<file path="src/rtl/sudoku_move_ctrl.sv">
// Move sequencer for the 4x4 Sudoku core: debounces the buttons, decodes the switches and
// validates each move against its row, column and 2x2 box over a 4-cycle scan.
module sudoku_move_ctrl #(
    parameter int DEBOUNCE_CYCLES = 1000000
) (
    input  logic        clk,
    input  logic        reset,
    input  logic        enter,
    input  logic        clear,
    input  logic        new_game,
    input  logic [3:0]  row_sel,
    input  logic [3:0]  col_sel,
    input  logic [3:0]  num_in,
    input  logic [31:0] puzzle_vals,
    input  logic [15:0] puzzle_mask,
    output logic [31:0] cell_vals,
    output logic [15:0] filled,
    output logic [15:0] fixed_mask,
    output logic [1:0]  cursor_row,
    output logic [1:0]  cursor_col,
    output logic        error_flag,
    output logic        win_flag,
    output logic        busy
);
    localparam int CW = $clog2(DEBOUNCE_CYCLES + 1);
    localparam logic [CW-1:0] CNT_MAX = CW'(DEBOUNCE_CYCLES - 1);

    typedef enum logic [2:0] {IDLE, LOAD, CHECK, COMMIT, WINCHK} state_t;

    // Button index: 0 = enter, 1 = clear, 2 = new_game.
    logic [2:0]    btn_raw, btn_s1, btn_s2, btn_stable, btn_prev, btn_pulse;
    logic [CW-1:0] db_cnt [3];

    assign btn_raw = {new_game, clear, enter};

    // NOTE: sequential state uses non-blocking assignments so every register samples
    // pre-edge values; blocking here would make the synchronizer collapse to one stage.
    always_ff @(posedge clk or negedge reset) begin
        if (!reset) begin
            btn_s1     <= '0;
            btn_s2     <= '0;
            btn_stable <= '0;
            btn_prev   <= '0;
            for (int b = 0; b < 3; b++) db_cnt[b] <= '0;
        end else begin
            btn_s1   <= btn_raw;
            btn_s2   <= btn_s1;
            btn_prev <= btn_stable;
            for (int b = 0; b < 3; b++) begin
                if (btn_s2[b] == btn_stable[b]) begin
                    db_cnt[b] <= '0;
                end else if (db_cnt[b] == CNT_MAX) begin
                    btn_stable[b] <= btn_s2[b];
                    db_cnt[b]     <= '0;
                end else begin
                    db_cnt[b] <= db_cnt[b] + CW'(1);
                end
            end
        end
    end

    assign btn_pulse = btn_stable & ~btn_prev;

    function automatic logic [1:0] enc4(input logic [3:0] v);
        logic [1:0] idx;
        idx = 2'd0;
        for (int k = 0; k < 4; k++)
            if (v[k]) idx = 2'(k);
        return idx;
    endfunction

    logic       sel_valid, num_valid;
    logic [3:0] sel_cell;

    assign sel_valid = $onehot(row_sel) && $onehot(col_sel);
    assign num_valid = $onehot(num_in);
    assign sel_cell  = {enc4(row_sel), enc4(col_sel)};

    state_t     state;
    logic [1:0] scan_idx;
    logic [3:0] tgt_cell;
    logic [1:0] tgt_digit;
    logic       conflict;
    logic [3:0] peer [3];
    logic       hit;

    // NOTE: every always_comb output gets a default first, so no path can infer a latch.
    always_comb begin
        peer[0] = {tgt_cell[3:2], scan_idx};
        peer[1] = {scan_idx, tgt_cell[1:0]};
        peer[2] = {tgt_cell[3], scan_idx[1], tgt_cell[1], scan_idx[0]};
        hit     = 1'b0;
        for (int p = 0; p < 3; p++)
            if (filled[peer[p]] && cell_vals[{peer[p], 1'b0} +: 2] == tgt_digit &&
                peer[p] != tgt_cell)
                hit = 1'b1;
    end

    // NOTE: the grid is plain flops, so it is reset along with the rest of the state;
    // the renderer must see an empty board after reset.
    always_ff @(posedge clk or negedge reset) begin
        if (!reset) begin
            state      <= IDLE;
            cell_vals  <= '0;
            filled     <= '0;
            fixed_mask <= '0;
            cursor_row <= '0;
            cursor_col <= '0;
            error_flag <= 1'b0;
            win_flag   <= 1'b0;
            busy       <= 1'b0;
            scan_idx   <= '0;
            tgt_cell   <= '0;
            tgt_digit  <= '0;
            conflict   <= 1'b0;
        end else begin
            case (state)
                IDLE: begin
                    if (sel_valid) begin
                        cursor_row <= sel_cell[3:2];
                        cursor_col <= sel_cell[1:0];
                    end
                    if (btn_pulse[2]) begin
                        state <= LOAD;
                        busy  <= 1'b1;
                    end else if (btn_pulse[0]) begin
                        // A finished board ignores further moves until new_game.
                        if (!win_flag) begin
                            if (!sel_valid || !num_valid || fixed_mask[sel_cell]) begin
                                error_flag <= 1'b1;
                            end else begin
                                tgt_cell  <= sel_cell;
                                tgt_digit <= enc4(num_in);
                                conflict  <= 1'b0;
                                scan_idx  <= 2'd0;
                                state     <= CHECK;
                                busy      <= 1'b1;
                            end
                        end
                    end else if (btn_pulse[1]) begin
                        if (!win_flag) begin
                            if (!sel_valid || fixed_mask[sel_cell]) begin
                                error_flag <= 1'b1;
                            end else begin
                                filled[sel_cell] <= 1'b0;
                                error_flag       <= 1'b0;
                            end
                        end
                    end
                end
                LOAD: begin
                    cell_vals  <= puzzle_vals;
                    filled     <= puzzle_mask;
                    fixed_mask <= puzzle_mask;
                    error_flag <= 1'b0;
                    win_flag   <= 1'b0;
                    state      <= IDLE;
                    busy       <= 1'b0;
                end
                CHECK: begin
                    conflict <= conflict | hit;
                    scan_idx <= scan_idx + 2'd1;
                    if (scan_idx == 2'd3) state <= COMMIT;
                end
                COMMIT: begin
                    if (conflict) begin
                        error_flag <= 1'b1;
                    end else begin
                        cell_vals[{tgt_cell, 1'b0} +: 2] <= tgt_digit;
                        filled[tgt_cell]                 <= 1'b1;
                        error_flag                       <= 1'b0;
                    end
                    state <= WINCHK;
                end
                WINCHK: begin
                    win_flag <= &filled;
                    state    <= IDLE;
                    busy     <= 1'b0;
                end
                default: begin
                    state <= IDLE;
                    busy  <= 1'b0;
                end
            endcase
        end
    end
endmodule

</file>
<file path="config.mk">
export PLATFORM = sky130hd
export DESIGN_NAME = sudoku_move_ctrl
export DESIGN_NICKNAME = d
export VERILOG_FILES = /design/src/rtl/sudoku_move_ctrl.sv
export SDC_FILE = /design/constraint.sdc
export NUM_CORES = 1
export LEC_CHECK = 0
export CORE_MARGIN = 4
export CORE_UTILIZATION = 45
export CTS_BUF_LIST = sky130_fd_sc_hd__clkbuf_16
export CTS_CLUSTER_DIAMETER = 40
export DETAILED_ROUTE_END_ITERATION = 6
export GPL_ROUTABILITY_DRIVEN = 0
export GPL_TIMING_DRIVEN = 1
export PLACE_DENSITY = 0.75
export RECOVER_POWER = 25
export SETUP_SLACK_MARGIN = 0.5
export SYNTH_ARGS = -nofsm -noshare
export SYNTH_HDL_FRONTEND = slang
export SYNTH_SLANG_ARGS = --single-unit
export TNS_END_PERCENT = 5
</file>
<file path="constraint.sdc">
create_clock -name clk -period 2.75 [get_ports clk]
set_input_delay 0.275 -clock clk [delete_from_list [all_inputs] [get_ports clk]]
set_output_delay 0.275 -clock clk [all_outputs]
set_load 0.05 [all_outputs]
</file>
==> impl_metrics.py, run 1 <==
metrics = {
    "grt": {
        "antenna_found_initial": 0,
        "grt_overflow": 0,
        "grt_max_degree": 54,
        "grt_pass1_vias": 8496,
        "track_usage": 0.239,
        "grt_first_pass_wirelength_mm": 45.4,
    },
    "critical_path": {
        "required_ps": 3070,
        "path_class": "in -> reg",
        "worstPathArrival_ps": 2780,
        "path_cells": "buf_6 > inv_4 > fa_1 > inv_1 > ha_2 > ha_4 > or4b_4 > or4_4 > nor2_8 > mux2_4",
        "crit_slowest_cell": "fa_1",
        "endpoint_kind": "flip-flop",
        "crit_path_max_incr_delay_ps": 540,
        "critPathLaunchType": "input pin",
        "cp_max_fo": 2,
    },
    "logic_synthesis": {
        "ys_types": 74,
        "synthFlopType": "dfrtp_1",
        "synth_top_area_frac": 0.409,
        "synth.avg_cell_area_sq_um": 9.45,
        "synth_top_cell_by_area": "dfrtp_1",
        "synth.most_common_cell": "dfrtp_1",
        "synth_nets": 1088,
        "synth-edff-count": 0,
        "synth.ff_latch_count": 155,
        "ys_warn_count": 0,
        "async_flop_share": 1.00,
        "ys_seq_area_frac": 0.409,
        "postSynthCellCount": 1004,
        "synth_area_sq_um": 9490,
        "synth_commonest_cells": "dfrtp_1, nand2_1, nor2_1",
        "netlist_top_cells_area": "dfrtp_1, mux4_2, nand2_1",
    },
    "sta": {
        "clock_skew_ps": 14.7,
        "slew_headroom": 0.189,
        "fmax_mhz": 406,
        "finalCriticalPeriod_ps": 2460,
        "setup_viol": 0,
        "finalMaxSlewViolations": 0,
        "hold_viol_final": 0,
        "tightestPinTransition_ps": 1220,
        "rsz0062_at_grt": "true",
        "fin_crit_sh": 0.896,
    },
    "floorplanning": {
        "die_h_microns": 153,
        "std_cell_rows": 52,
        "ios": 136,
        "die_w_microns": 153,
        "core_sq_um": 20500,
        "start_util": 0.463,
        "die_area_sq_um": 23500,
    },
    "route": {
        "dr.pass1.iters": 5,
        "drt_wl_total_mm": 28.4,
        "vias": 8561,
        "wl_per_cell_microns": 19.6,
        "vias_per_cell": 5.92,
        "drc": 0,
        "drt_iter0_drc": 778,
        "postRouteAntennaNets": 0,
    },
    "placed_design": {
        "io_buffer_count": 135,
        "dpl.hpwl_mm": 20.8,
        "post_dp_cell_area_sq_um": 11400,
    },
    "clock_network": {
        "clk_pin_slew_worst_paths_ps": 70,
        "root_buffer": "clkbuf_16",
        "clock_latency_ps": 440,
        "htree_levels": 4,
        "cts_buffers": 17,
        "cts_tree": "yes",
        "cts_sinks": 155,
        "clockBufferDepth": 2,
    },
    "final_layout": {
        "n_antenna_cell": 0,
        "nNetsFinal": 1248,
        "design_area_sq_um": 12100,
        "area_growth_syn_to_layout_pct": 27.3,
        "utilization": 0.589,
        "drive_above_1_share": 0.151,
        "nFillCells": 1750,
    },
    "power": {
        "p_leak_nw": 5.17,
        "ir_drop_mv": 0.374,
        "powerDensity_nw_per_um2": 447,
    },
    "run": {
        "cap_violations": 0,
    },
    "min_path": {
        "hold_path.class": "in -> reg",
    },
    "outcome": {
        "status": "finished clean",
    },
}
-- kinds of logic after synthesis --
logic type,synth area share
simple gates,0.203
compound gates,0.137
flops,0.409
mux,0.122
buf+inv,0.0349
xor+xnor,0.0665
fa+ha+maj,0.0274
-- area by class of cell --
cell class | instances | area (sq um) | area share
multi-input combinational | 774 | 5390 | 0.446
sequential | 155 | 3880 | 0.321
timing repair buffer | 184 | 1710 | 0.142
clock buffer | 17 | 425 | 0.0352
tap | 270 | 338 | 0.0280
clock inverter | 15 | 201 | 0.0167
inverter | 32 | 130 | 0.0108
-- power breakdown --
group / total (mW) / internal (mW) / switching [mW]
logic: 0.543 / 0.226 / 0.317
clock network: 2.50 / 1.39 / 1.11
registers: 2.36 / 2.32 / 0.0346
total: 5.40 / 3.94 / 1.46
-- flip-flops by register name, indices dropped and copies added (netlist names), 2 cells and up --
signal	count
db_cnt	60
scan_idx	2
btn_prev	3
cell_vals	32
tgt_cell	4
tgt_digit	2
fixed_mask	16
btn_s1	3
state	3
btn_stable	3
btn_s2	3
cursor_col	2
cursor_row	2
filled	16
-- layer usage --
metal / wire length [microns] / track usage
met1: 11500 / 0.319
met2: 13600 / 0.379
met3: 2390 / 0.0608
met4: 894 / 0.0870
met5: 0 / 0
-- path summary, 6_finish.rpt --
kind / from / end / slack, ps / depth (start not counted)
min: num_in[3] / tgt_digit[1]$_DFFE_PN0P_ / 130 / 3
max: num_in[1] / tgt_digit[0]$_DFFE_PN0P_ / 290 / 10
max reg2reg: tgt_cell[1]$_DFFE_PN0P_ / cell_vals[9]$_DFFE_PN0P_ / 400 / 8
min in group asynchronous: reset / db_cnt[41]$_DFF_PN0_ / 630 / 2
min reg2reg: btn_s1[1]$_DFF_PN0_ / btn_s2[1]$_DFF_PN0_ / 350 / 0
max in group asynchronous: reset / scan_idx[1]$_DFFE_PN0P_ / 610 / 3
-- worst max-delay path, delay by kind of cell --
family,cells,cell delay (ps)
adder cells (fa/ha/maj),3,920
buffers and inverters,3,150
multiplexers,1,300
AND/OR/NAND/NOR,3,1130
-- cell usage in the layout, fill, tap and decap left out, types with 8 or more instances in the layout --
cell type / instances
o22ai_1: 10
nor3_1: 13
buf_4: 45
mux4_2: 24
xor2_1: 35
nor2_1: 114
o22a_1: 8
xnor2_1: 37
nand4_1: 15
clkdlybuf4s50_1: 122
and3_1: 14
o211ai_1: 19
o21ai_0: 44
nand2b_1: 14
nand2_1: 134
dfrtp_1: 153
clkbuf_16: 17
inv_1: 20
nor2b_1: 11
a31oi_1: 17
ha_1: 11
mux2i_1: 36
nand3_1: 36
o21ai_1: 12
mux2_2: 17
nor4_1: 9
a21oi_1: 42
-- what timing repair did --
item                       4_1_cts  5_1_grt
pin swaps                       12       14
gates resized for setup         30       17
hold endpoints to repair        49        0
cloned                           1        0
setup buffers                    0        2
hold buffers                     1        0
setup endpoints to repair       36       40
-- per-stage QoR --
stage	hold WS [ps]	setup TNS (ps)	total power [mW]	std cells	worst slack, ps
finish	135	0	5.40	1447	285
global route	171	0	5.60	1447	198
CTS	122	0	5.41	1445	161
detailed placement	251	-14180	2.92	1411	-636
global placement	250	-12130	2.91	1411	-592
floorplan	-20.6	-161	2.64	1004	-161
Note: power is estimated with default switching activity, not from simulation.
==> run 2: changes to the inputs <==
Settings changed: CAP_MARGIN set to 25, SLEW_MARGIN set to 10.
==> results of run 2 <==
Final layout, timing and power as in run 1 (identical DEF).
